===== config.mk =====
export PLATFORM = sky130hd
export DESIGN_NAME = video_led_seq
export DESIGN_NICKNAME = d
export VERILOG_FILES = /design/src/rtl/video_led_seq_pkg.sv /design/src/rtl/video_led_seq_auto.sv /design/src/rtl/video_led_seq.sv
export SDC_FILE = /design/constraint.sdc
export NUM_CORES = 1
export LEC_CHECK = 0
export CAP_MARGIN = 20
export CELL_PAD_IN_SITES_DETAIL_PLACEMENT = 0
export CELL_PAD_IN_SITES_GLOBAL_PLACEMENT = 2
export CORE_UTILIZATION = 30
export CTS_CLUSTER_DIAMETER = 40
export DETAILED_ROUTE_END_ITERATION = 12
export GPL_ROUTABILITY_DRIVEN = 0
export GPL_TIMING_DRIVEN = 0
export PLACE_DENSITY = 0.78
export SLEW_MARGIN = 10
export SYNTH_ARGS = -nofsm -noshare
export SYNTH_HDL_FRONTEND = slang
export SYNTH_HIERARCHICAL = 1
export SYNTH_SLANG_ARGS = --single-unit

===== constraint.sdc =====
create_clock -name CK_i -period 2 [get_ports CK_i]
set_input_delay 0.2 -clock CK_i [delete_from_list [all_inputs] [get_ports CK_i]]
set_output_delay 0.2 -clock CK_i [all_outputs]
set_load 0.005 [all_outputs]

===== src/rtl/video_led_seq_pkg.sv =====
// Shared definitions for the video LED sequencer: LED vector width,
// sequencer state encodings and the walking-LED rotate helper.
package video_led_seq_pkg;

  localparam int LED_W = 18;

  typedef enum logic [1:0] {
    ST_IDLE      = 2'd0,
    ST_HOST_PEND = 2'd1,
    ST_AUTO_PEND = 2'd2
  } seq_state_t;

  // Rotate an LED vector left by one position; the MSB wraps to bit 0.
  function automatic logic [LED_W-1:0] rotl1(input logic [LED_W-1:0] v);
    return {v[LED_W-2:0], v[LED_W-1]};
  endfunction

endpackage


===== src/rtl/video_led_seq_auto.sv =====
// Autonomous walking-LED source: counts frame strobes while enabled and
// raises a one-cycle trigger every C_AUTO_PERIOD frames, together with the
// next pattern derived from the currently committed LED vector.
module video_led_seq_auto
  import video_led_seq_pkg::*;
#(
  parameter logic [7:0] C_AUTO_PERIOD = 8'd30
) (
  input  logic             i_clk,
  input  logic             i_rst_n,
  input  logic             i_ce,
  input  logic             i_hvcy,
  input  logic             i_auto_en,
  input  logic [LED_W-1:0] i_leds,
  output logic             o_trig,
  output logic [LED_W-1:0] o_pattern
);

  logic [7:0] r_fctr;
  logic       w_wrap;

  assign w_wrap = (r_fctr == (C_AUTO_PERIOD - 8'd1));

  // Frame counter: cleared while auto mode is off, wraps at the period.
  always_ff @(posedge i_clk or negedge i_rst_n) begin
    if (!i_rst_n) begin
      r_fctr <= 8'd0;
    end else if (i_ce) begin
      if (!i_auto_en) begin
        r_fctr <= 8'd0;
      end else if (i_hvcy) begin
        r_fctr <= w_wrap ? 8'd0 : (r_fctr + 8'd1);
      end
    end
  end

  // The trigger is combinational so the sequencer can resolve it against a
  // commit happening on the very same strobe.
  assign o_trig    = i_ce & i_auto_en & i_hvcy & w_wrap;
  assign o_pattern = (i_leds == '0) ? {{(LED_W-1){1'b0}}, 1'b1} : rotl1(i_leds);

endmodule


===== src/rtl/video_led_seq.sv =====
// Video LED sequencer: accepts host LED updates or autonomous walking-LED
// steps into a shadow register and commits them to the video LED vector
// only on a frame-end strobe, so the displayed LEDs never tear mid-frame.
module video_led_seq
  import video_led_seq_pkg::*;
#(
  parameter logic [7:0]       C_AUTO_PERIOD = 8'd30,
  parameter logic [LED_W-1:0] C_INIT_LEDS   = 18'h00000
) (
  input  logic             CK_i,
  input  logic             XARST_i,
  input  logic             CK_EE_i,
  input  logic             HVcy_i,
  input  logic             AUTO_EN_i,
  input  logic             HREQ_i,
  input  logic [LED_W-1:0] HLEDs_i,
  output logic             HACK_o,
  output logic [LED_W-1:0] LEDs_ON_o,
  output logic             COMMIT_o,
  output logic             PEND_o,
  output logic [7:0]       DROPs_o
);

  seq_state_t       r_state;
  logic [LED_W-1:0] r_shadow;
  logic [LED_W-1:0] r_leds;
  logic [7:0]       r_drops;
  logic             r_hack;
  logic             r_commit;

  logic             w_trig;
  logic [LED_W-1:0] w_pattern;

  // Saturating increment for the discarded-update counter.
  function automatic logic [7:0] sat_inc8(input logic [7:0] v);
    return (v == 8'hFF) ? v : (v + 8'd1);
  endfunction

  video_led_seq_auto #(
    .C_AUTO_PERIOD (C_AUTO_PERIOD)
  ) u_auto (
    .i_clk     (CK_i),
    .i_rst_n   (XARST_i),
    .i_ce      (CK_EE_i),
    .i_hvcy    (HVcy_i),
    .i_auto_en (AUTO_EN_i),
    .i_leds    (r_leds),
    .o_trig    (w_trig),
    .o_pattern (w_pattern)
  );

  // Sequencer FSM: owns the shadow, committed LEDs, drop counter and pulses.
  always_ff @(posedge CK_i or negedge XARST_i) begin
    if (!XARST_i) begin
      r_state  <= ST_IDLE;
      r_shadow <= '0;
      r_leds   <= C_INIT_LEDS;
      r_drops  <= 8'd0;
      r_hack   <= 1'b0;
      r_commit <= 1'b0;
    end else if (CK_EE_i) begin
      r_hack   <= 1'b0;
      r_commit <= 1'b0;
      case (r_state)
        ST_IDLE: begin
          // A host request wins over a simultaneous auto step; a strobe in
          // the same cycle only captures, the commit waits a full frame.
          if (HREQ_i) begin
            r_shadow <= HLEDs_i;
            r_state  <= ST_HOST_PEND;
            r_hack   <= 1'b1;
            if (w_trig) r_drops <= sat_inc8(r_drops);
          end else if (w_trig) begin
            r_shadow <= w_pattern;
            r_state  <= ST_AUTO_PEND;
          end
        end
        ST_HOST_PEND: begin
          if (HVcy_i) begin
            r_leds   <= r_shadow;
            r_commit <= 1'b1;
            r_state  <= ST_IDLE;
          end
          // Auto steps never displace a pending host value.
          if (w_trig) r_drops <= sat_inc8(r_drops);
        end
        ST_AUTO_PEND: begin
          if (HREQ_i) begin
            r_shadow <= HLEDs_i;
            r_state  <= ST_HOST_PEND;
            r_hack   <= 1'b1;
            r_drops  <= sat_inc8(r_drops);
          end else if (!AUTO_EN_i) begin
            r_state <= ST_IDLE;
          end else if (HVcy_i) begin
            // A trigger on this same strobe is deliberately not re-armed.
            r_leds   <= r_shadow;
            r_commit <= 1'b1;
            r_state  <= ST_IDLE;
          end
        end
        default: r_state <= ST_IDLE;
      endcase
    end
  end

  // Pulses are held across disabled cycles and shown on the next active one.
  assign HACK_o    = r_hack & CK_EE_i;
  assign COMMIT_o  = r_commit & CK_EE_i;
  assign PEND_o    = (r_state != ST_IDLE);
  assign LEDs_ON_o = r_leds;
  assign DROPs_o   = r_drops;

endmodule


After elaboration in Yosys (flattened, before gate mapping)
Index checks and enable logic that the tools add are counted.
Storage, ports and cells
  bits in registers: 56
  input bits: 24
  logic and storage cells: 65
Cells by class
  add/subtract/negate cells: 2
  equal/unequal tests: 10
  muxes and demuxes: 29
  bitwise gates (word level): 5
  reductions and logical operators: 12
Operators with widths (count)
  $mux W18: 7
  $pmux W18 S2: 2
  $mux W8: 7
  $pmux W8 S3: 1
  $logic_not A18 Y1: 1
  $add A8 B1 Y8 const B: 2
  $reduce_and A4 Y1: 3
  $mux W2: 5
  $ne A2 B2 Y1 const B: 5
  $eq A8 B5 Y1 const B: 1
  $eq A8 B8 Y1 const B: 1
  $pmux W2 S3: 1
  $reduce_bool A2 Y1: 3
  $and A1 B1 Y1: 5
  $mux W1: 5
  $reduce_and A2 Y1: 2
  $ne A3 B2 Y1 const B: 1
  $reduce_bool A3 Y1: 1
  $eq A2 B1 Y1 const B: 1
  $eq A2 B2 Y1 const B: 1
  $logic_not A2 Y1: 1
  $pmux W1 S2: 1
  $reduce_or A2 Y1: 1

Longest topological paths before layout
Gate-level depths: netlist of the first run.
  depth in word-level cells: 6
  depth in mapped cells: 10
  gate-level depth less buffers: 9

Modules after synthesis
The synthesis of the first run kept the hierarchy.
Modules (own cells, without submodules)
  video_led_seq: instances 1, cells each 193, area each 2314.7 um^2, seq. area each 1201.2 um^2
  video_led_seq_auto: instances 1, cells each 75, area each 564.3 um^2, seq. area each 200.2 um^2

Worst setup path after synthesis of the first run
OpenSTA, ideal clock, no wires.
  path type: register to register
  start: register u_auto.r_fctr[1]
  end: register r_shadow[2]
  arrival time: 1793 ps
  path slack: 74 ps
  cell stages (with the launch flop): 11
  path buffers: 1
  clock period less this slack: 1926 ps
  path through: dfrtp_1 > inv_1 > ha_1 > nor4b_2 > nand2_1 > nor2_1 > nor2b_1 > o221ai_2 > clkbuf_1 > nand2_1 > o21ai_0
Between the ends
  word-level cells in the longest chain between the ends: 4
Ends and longest elaborated chain
  from (decl): line video_led_seq_auto.sv:19  | logic [7:0] r_fctr;
  from (signal assigned): line video_led_seq_auto.sv:32  | r_fctr <= w_wrap ? 8'd0 : (r_fctr + 8'd1);
  $eq A8 B5 Y1: line video_led_seq_auto.sv:22  | assign w_wrap = (r_fctr == (C_AUTO_PERIOD - 8'd1));
  $and A1 B1 Y1: line video_led_seq_auto.sv:39  | assign o_trig = i_ce & i_auto_en & i_hvcy & w_wrap;
  via w_trig: line video_led_seq.sv:31  | logic w_trig;
  $ne A3 B2 Y1 (no line)
  $reduce_and A4 Y1 (no line)
  to (signal assigned): line video_led_seq.sv:69  | r_shadow <= HLEDs_i;
  to (signal assigned): line video_led_seq.sv:74  | r_shadow <= w_pattern;
  to (signal assigned): line video_led_seq.sv:89  | r_shadow <= HLEDs_i;
  to (decl): line video_led_seq.sv:25  | logic [LED_W-1:0] r_shadow;
The timed path passes the listed nets, and every way through them passes these cells.
A chain may end at the register's enable or synchronous reset.

Worst setup path after layout of the first run
  start: register r_state[0]
  end: register r_leds[11] (netlist: LEDs_ON_o[11])
Between the ends
  word-level cells in the longest chain between the ends: 3
Ends and longest elaborated chain
  from (decl): line video_led_seq.sv:24  | seq_state_t r_state;
  from (signal assigned): line video_led_seq.sv:55  | r_state <= ST_IDLE;
  from (signal assigned): line video_led_seq.sv:70  | r_state <= ST_HOST_PEND;
  from (signal assigned): line video_led_seq.sv:75  | r_state <= ST_AUTO_PEND;
  $eq A2 B2 Y1 / $eq A2 B1 Y1 (equally long branches): line video_led_seq.sv:64  | case (r_state)
  $ne A2 B2 Y1 (no line) / $reduce_bool A2 Y1 (equally long branches)
  $reduce_and A4 Y1 (no line)
  to (signal assigned): line video_led_seq.sv:80  | r_leds <= r_shadow;
  to (signal assigned): line video_led_seq.sv:97  | r_leds <= r_shadow;
  to (decl): line video_led_seq.sv:26  | logic [LED_W-1:0] r_leds;
Parallel ways exist; a longest one is shown, timed or not.

==> out/results.md, run 1 <==
| Metric | Value | Unit |
|:---|:---|:---|
| Run status | completed | - |
| Number of buffers created by CTS | 5 | - |
| Worst Tran Pin Value | 0.749 | ns |
| Proportion of register bits with asynchronous set or reset after synthesis | 100 | % |
| Cells traversed along the worst timing path | inv_1 -> ha_1 -> buf_6 -> nand3b_4 -> o21ai_2 -> and3_4 -> buf_6 -> buf_12 -> mux2_4 | - |
| Slowest cell delay on critical path | 0.41 | ns |
| TritonCTS sink count | 56 | - |
| Relative contribution of combinational cells to total power | 39.4 | % |
| Number of nets with antenna violations after routing | 0 | - |
| Combinational family with the most area after synthesis | multiplexers | - |
| Count of antenna diodes in the layout | 0 | - |
| Synthesized flop and latch total | 56 | - |
| Flop pwr share | 42.6 | % |
| Number of port buffers | 51 | - |
| Standby leakage power | 1.68 | nW |
| Mux share of post-synthesis cell area | 16.5 | % |
| Mean cell area of the mapped netlist | 10.7 | um^2 |
| Cell type with the highest aggregate area in the netlist | dfrtp_1 | - |
| Standard cell with the maximum stage delay on the critical path | dfrtp_1 | - |
| Met2 routed WL | 2890 | um |
| Number of cells in the design after placement | 448 | - |
| Sum of negative setup slack | 0 | ns |
| Sw power | 0.00138 | W |
| Maximum capacitance violations | 0 | - |
| Largest net degree at the start of global routing | 57 | - |
| Arrival time reported for the critical path endpoint | 2.10 | ns |
| Vias after detailed routing | 2149 | - |
| Post-DP HPWL | 4440 | um |
| Share of the yosys chip area belonging to registers | 48.7 | % |
| Number of optimization iterations in the first detailed-route pass | 4 | - |
| Area share of the leading cell type in the synthesized netlist | 48.7 | % |
| Share of total power in the clock network | 18.0 | % |
| Syn-to-layout area delta | 33.1 | % |
| Xor and xnor area share after synthesis | 1.83 | % |
| Period minus WS final | 1.89 | ns |
| Adder and majority cell fraction of the synthesized area | 3.04 | % |
| Count of routing violations after the opening detailed-route iteration | 33 | - |
| Top routing layer used | met4 | - |
| Met1 WL | 3200 | um |
| Area of the mapped netlist | 0.00288 | mm^2 |
| Die Span Y | 100 | um |
| Post-synth net total | 299 | - |
| Wire length of the first global-routing pass | 10800 | um |
| Clock Tree Buf Depth | 2 | - |
| Average wire per standard cell | 13.7 | um |
| Clk Latency, worst-skew pair | 0.31 | ns |
| Pwr per Cell Area | 1110 | mW/mm^2 |
| Standard cell core area | 0.00928 | mm^2 |
| Yosys Warn Count | 6 | - |
| Worst Skew | 0.00652 | ns |
| Drt total wl | 6420 | um |
| Nets@finish | 369 | - |
| Worst-path maximum fanout | 10 | - |
| Setup repair after global routing missed its margin | yes | - |
| Kind of capture point of the worst setup path | flop | - |
| Nature of the critical path startpoint | flop | - |
| Ports | 53 | - |
| Fmax | 528 | MHz |
| Synthesized instance count | 268 | - |
| Share of cells above drive strength 1 | 18.3 | % |
| Worst relative slew slack | 50.1 | % |
| Reg clk slew, reported paths | 0.11 | ns |
| Data required time at the worst endpoint | 2.20 | ns |
| Post-synthesis cell type count | 42 | - |
| Hold WS | 0.226 | ns |
| Cell types with the largest area share after synthesis | dfrtp_1, mux2i_1, mux2_4 | - |
| Minimum setup slack in the final design | 0.108 | ns |
| Placement Cell Area | 0.00355 | mm^2 |
| Clk Tree Root Cell | clkbuf_8 | - |
| Total congestion overflow after global routing | 0 | - |
| Post-synthesis simple-gate area fraction | 13.8 | % |
| Final count of hold timing violations | 0 | - |
| Count of flip-flops with a built-in enable after synthesis | 0 | - |
| Via-per-instance ratio | 4.59 | - |
| Most common cell on crit path | buf_6 | - |
| Final setup viols | 0 | - |
| Final instance area | 0.00383 | mm^2 |
| Internal power | 0.00289 | W |
| Overall fraction of global-route tracks in use | 13.7 | % |
| Met3 layer wire length in the routed design | 251 | um |
| Flip-flop cell with the highest count after synthesis | dfrtp_1 | - |
| Sw frac | 32.2 | % |
| Maximum vdd ir drop | 0.408 | mV |
| Worst Setup Slack post-DPL | -0.423 | ns |
| Non-filler cells, final | 468 | - |
| H-Tree Level Count | 2 | - |
| Synth Area in Compound Gates | 9.91 | % |
| Final period utilization | 94.6 | % |
| Number of DRC violations after detailed routing | 0 | - |
| CTS tree | built | - |
| Antenna violations before repair | 0 | - |
| Layout filler cell count | 958 | - |
| Via count of the first global-routing pass | 2131 | - |
| Initial core utilization | 31.0 | % |
| Path type of the worst setup path | reg2reg | - |
| Worst hold path class | in2reg | - |
| Die area | 0.00999 | mm^2 |
| Fin. max-slew vios | 0 | - |
| Placement Rows | 35 | - |
| Die Span X | 100 | um |
==> cell usage after synthesis (all sizes together), types with 2 or more instances <==
library cell / number
mux2: 21
nand2: 33
nor3: 7
nor2b: 2
o21ai: 30
and2: 2
nor3b: 2
o221ai: 2
ha: 7
nor4: 4
o31ai: 2
dfrtp: 56
a21oi: 5
xor2: 5
clkbuf: 19
inv: 10
nor2: 8
nand3: 9
and3: 2
mux2i: 20
o41ai: 2
a21o: 2
buf: 7
==> worst paths after layout <==
path	depth (start not counted)	slack (ns)	startpoint	to
min in group asynchronous	2	0.47	XARST_i	LEDs_ON_o[13]
max in group asynchronous	2	0.98	XARST_i	u_auto/r_fctr[0]
hold reg to reg	2	0.49	r_shadow[6]	r_shadow[6]
setup reg to reg	9	0.11	r_state[0]	LEDs_ON_o[11]
hold / removal	3	0.23	HREQ_i	r_state[0]
setup / recovery	9	0.11	r_state[0]	LEDs_ON_o[11]
==> registers in the layout, indices dropped and copies added (netlist names) <==
register,count
r_commit,1
u_auto/r_fctr,8
LEDs_ON_o,18
r_shadow,18
r_hack,1
DROPs_o,8
r_state,2
==> stage by stage <==
stage / util (%) / power [W]
3_5_place_dp: 38.2 / 0.00342
5_1_grt: 41.3 / 0.00459
4_1_cts: 40.3 / 0.00426
6_report: 41.3 / 0.00427
3_3_place_gp: 38.2 / 0.00339
2_1_floorplan: - / 0.00269
==> final cells by class <==
| class | count | area [um^2] | share of cell area [%] |
|---|---|---|---|
| Buffer | 26 | 171 | 4.47 |
| Clock buffer | 6 | 72.6 | 1.89 |
| Clock inverter | 2 | 38.8 | 1.01 |
| Inverter | 10 | 37.5 | 0.980 |
| Multi-Input combinational cell | 176 | 1350 | 35.1 |
| Sequential cell | 56 | 1400 | 36.6 |
| Tap cell | 129 | 161 | 4.21 |
| Timing Repair Buffer | 63 | 601 | 15.7 |
==> per-layer routing <==
metal	vias up	track usage (%)
met5	-	0
li1	1065	-
met3	5	2.30
met4	0	3.73
met1	1025	19.3
met2	54	21.6
==> placed cells by master (no fill, tap or decap), types with 2 or more instances in the layout <==
master,n
and3_4,2
xor2_1,5
buf_4,13
and2_1,2
inv_1,10
mux2i_1,20
o41ai_1,2
a21o_1,2
buf_8,2
nand3_1,8
nand2_1,33
nor3b_1,2
nor2_1,5
a21oi_1,5
clkbuf_1,18
nor4_1,4
nor2_4,2
mux2_2,11
clkbuf_8,5
mux2_4,10
dfrtp_1,55
o221ai_4,2
nor3_1,7
o21ai_0,23
buf_6,4
ha_1,7
o21ai_1,6
o31ai_1,2
clkdlybuf4s50_1,50
==> repair_timing <==
item	4_1_cts	5_1_grt
setup endpoints to repair	23	30
setup buffers	3	8
endpoints found under the hold margin	56	0
pin swaps	0	4
hold buffers	1	0
resized for setup	12	12
==> power by group through the flow <==
stage | Combinational (W) | Sequential [W] | Clock, W
global placement | 0.00154 | 0.00185 | 0
global route | 0.00185 | 0.00189 | 0.000847
finish | 0.00168 | 0.00182 | 0.000767
detailed placement | 0.00156 | 0.00186 | 0
floorplan | 0.000907 | 0.00178 | 0
CTS | 0.00162 | 0.00183 | 0.000805
==> worst max-delay path, delay by kind of cell, from the launching register on <==
kind,cells,cell delay [ns]
AOI/OAI and AO/OA,1,0.06
adders and majority gates,1,0.16
buffers and inverters,4,0.55
DFF,1,0.41
muxes,1,0.30
and+or+nand+nor,2,0.28
==> logic make-up (layout without fill, tap and decap cells) <==
family | count (synthesis) | count (layout)
mux | 41 | 41
fa+ha+maj | 7 | 7
compound gates | 47 | 47
simple gates | 75 | 75
buf+inv | 36 | 107
flops | 56 | 56
xor+xnor | 6 | 6
(Power assumes the default switching activity.)
==> run 2: changes to the inputs <==
--- a/config.mk
+++ b/config.mk
@@ -5,6 +5,7 @@
 export SDC_FILE = /design/constraint.sdc
 export NUM_CORES = 1
 export LEC_CHECK = 0
+export ABC_CLOCK_PERIOD_IN_PS = 2000
 export CAP_MARGIN = 20
 export CELL_PAD_IN_SITES_DETAIL_PLACEMENT = 0
 export CELL_PAD_IN_SITES_GLOBAL_PLACEMENT = 2
@@ -14,6 +15,7 @@
 export GPL_ROUTABILITY_DRIVEN = 0
 export GPL_TIMING_DRIVEN = 0
 export PLACE_DENSITY = 0.78
+export SETUP_SLACK_MARGIN = 0.1
 export SLEW_MARGIN = 10
 export SYNTH_ARGS = -nofsm -noshare
 export SYNTH_HDL_FRONTEND = slang
==> run 2 against run 1 <==
  * Core utilization grew 1.3 points
  * Count of clock-buffer cells in the layout shrank 1
  * First-iteration DRC count up 82%
==> out/results.md, run 2 (same netlist as run 1, synthesis figures left out) <==
| Metric | Value | Unit | vs previous |
|:---|:---|:---|:---|
| CTS tree | built | - | unchanged |
| Clk Tree Root Cell | clkbuf_8 | - | unchanged |
| Syn-to-layout area delta | 37.4 | % | was 33.1% |
| Run status | completed | - | unchanged |
| Via count of the first global-routing pass | 2087 | - | was 2131 |
| Worst Tran Pin Value | 0.732 | ns | was 0.749 ns |
| Period minus WS final | 1.87 | ns | was 1.89 ns |
| Placement Rows | 35 | - | unchanged |
| Arrival time reported for the critical path endpoint | 2.10 | ns | about the same |
| Path type of the worst setup path | reg2reg | - | unchanged |
| TritonCTS sink count | 56 | - | unchanged |
| Reg clk slew, reported paths | 0.11 | ns | about the same |
| Clk Latency, worst-skew pair | 0.31 | ns | about the same |
| Maximum vdd ir drop | 0.386 | mV | was 0.408 mV |
| Commonest non-fill, non-tap cells in the layout | dfrtp_1, clkdlybuf4s50_1, nand2_1 | - | unchanged |
| Number of optimization iterations in the first detailed-route pass | 4 | - | unchanged |
| Number of port buffers | 51 | - | unchanged |
| Number of buffers created by CTS | 5 | - | unchanged |
| Hold wc startpoint | HREQ_i | - | unchanged |
| Final period utilization | 93.3 | % | was 94.6% |
| Number of DRC violations after detailed routing | 0 | - | unchanged |
| Worst Skew | 0.00877 | ns | was 0.00652 ns |
| H-Tree Level Count | 2 | - | unchanged |
| Worst setup startpoint | u_auto/r_fctr[1] | - | was r_state[0] |
| Die area | 0.00999 | mm^2 | unchanged |
| Share of cells above drive strength 1 | 25.3 | % | was 18.3% |
| Fmax | 536 | MHz | was 528 MHz |
| Setup repair after global routing missed its margin | yes | - | unchanged |
| Kind of capture point of the worst setup path | flop | - | unchanged |
| Initial core utilization | 31.0 | % | unchanged |
| Antenna violations before repair | 0 | - | unchanged |
| Pwr per Cell Area | 1090 | mW/mm^2 | was 1110 mW/mm^2 |
| Worst hold path class | in2reg | - | unchanged |
| Largest net degree at the start of global routing | 57 | - | unchanged |
| Vias after detailed routing | 2169 | - | was 2149 |
| Final setup viols | 0 | - | unchanged |
| Standby leakage power | 1.70 | nW | was 1.68 nW |
| Clock Tree Buf Depth | 2 | - | unchanged |
| Overall fraction of global-route tracks in use | 13.7 | % | about the same |
| Via-per-instance ratio | 4.62 | - | was 4.59 |
| Worst relative slew slack | 51.2 | % | was 50.1% |
| Total congestion overflow after global routing | 0 | - | unchanged |
| Nature of the critical path startpoint | flop | - | unchanged |
| Number of cells in the design after placement | 448 | - | unchanged |
| Ports | 53 | - | unchanged |
| Die Span X | 100 | um | unchanged |
| Worst-path maximum fanout | 10 | - | unchanged |
| Layout filler cell count | 909 | - | was 958 |
| Number of nets with antenna violations after routing | 0 | - | unchanged |
| Average wire per standard cell | 14.0 | um | was 13.7 um |
| Hold WS | 0.230 | ns | was 0.226 ns |
| Standard cell core area | 0.00928 | mm^2 | unchanged |
| Startpoint of the most critical register-to-register path | u_auto/r_fctr[1] | - | was r_state[0] |
| Maximum capacitance violations | 0 | - | unchanged |
| Data required time at the worst endpoint | 2.24 | ns | was 2.20 ns |
| Nets@finish | 370 | - | was 369 |
| Post-DP HPWL | 4460 | um | was 4440 um |
| Fin. max-slew vios | 0 | - | unchanged |
| Drt total wl | 6580 | um | was 6420 um |
| Count of antenna diodes in the layout | 0 | - | unchanged |
| Non-filler cells, final | 469 | - | was 468 |
| Commonest non-fill, non-tap cell in the layout | dfrtp_1 | - | unchanged |
| Final count of hold timing violations | 0 | - | unchanged |
| Wire length of the first global-routing pass | 10800 | um | about the same |
| Count of routing violations after the opening detailed-route iteration | 60 | - | was 33 |
| Die Span Y | 100 | um | unchanged |
## run 2: path summary, 6_finish.rpt
kind / end / slack (ns) / cells after the start
min reg2reg: r_shadow[6] / 0.49 / 2
min: r_state[0] / 0.23 / 3
max: r_shadow[8] / 0.13 / 9
max in group asynchronous: u_auto/r_fctr[0] / 1.01 / 2
max reg2reg: r_shadow[8] / 0.13 / 9
min in group asynchronous: LEDs_ON_o[13] / 0.47 / 2
## run 2: metal layers
layer,track usage (%),vias up,wire length [um]
met5,0,-,0
met1,19.5,1060,3220
met2,21.4,41,3080
met4,4.07,0,68
li1,-,1064,-
met3,2.51,4,208
## run 2: cell type report
cell class                 instances  area, um^2  area share [%]
buffer                            26         183            4.62
clock buffer                       5        68.8            1.74
clock inverter                     3        22.5           0.569
inverter                          10        37.5           0.949
multi-input combinational        176        1440            36.5
sequential                        56        1400            35.5
tap                              129         161            4.08
timing repair buffer              64         637            16.1
## run 2: metrics by stage
stage	cell area (um^2)	setup TNS, ns	power, W	setup slack [ns]	util, %
after floorplan	2890	0	0.00269	0.124	-
after CTS	3790	0	0.00421	0.104	40.9
final	3960	0	0.00430	0.134	42.6
after global placement	3560	-72.92	0.00339	-1.19	38.3
after global routing	3960	0	0.00462	0.0000187	42.6
after detailed placement	3560	-7.54	0.00343	-0.423	38.3
## run 2: worst max-delay path, stage by stage, from the launching register on
cell	delay [ns]
dfrtp_1	0.40
inv_2	0.07
ha_4	0.12
nor4b_4	0.19
nand2_1	0.12
nor2_4	0.16
nor2b_4	0.18
o221ai_4	0.18
buf_8	0.19
o21ai_0	0.17
## run 2: power breakdown
part | switching, W | internal [W] | total, W
Clock | 0.000401 | 0.000253 | 0.000654
Sequential | 0.000330 | 0.00150 | 0.00183
Combinational | 0.000734 | 0.00108 | 0.00182
## run 2: timing repair
item	in CTS	in global routing
cloned	0	2
endpoints found under the hold margin	56	0
resized for setup	16	50
hold buffers	1	0
buffers inserted	9	1
pin swaps	3	15
endpoints found under the setup margin	36	39
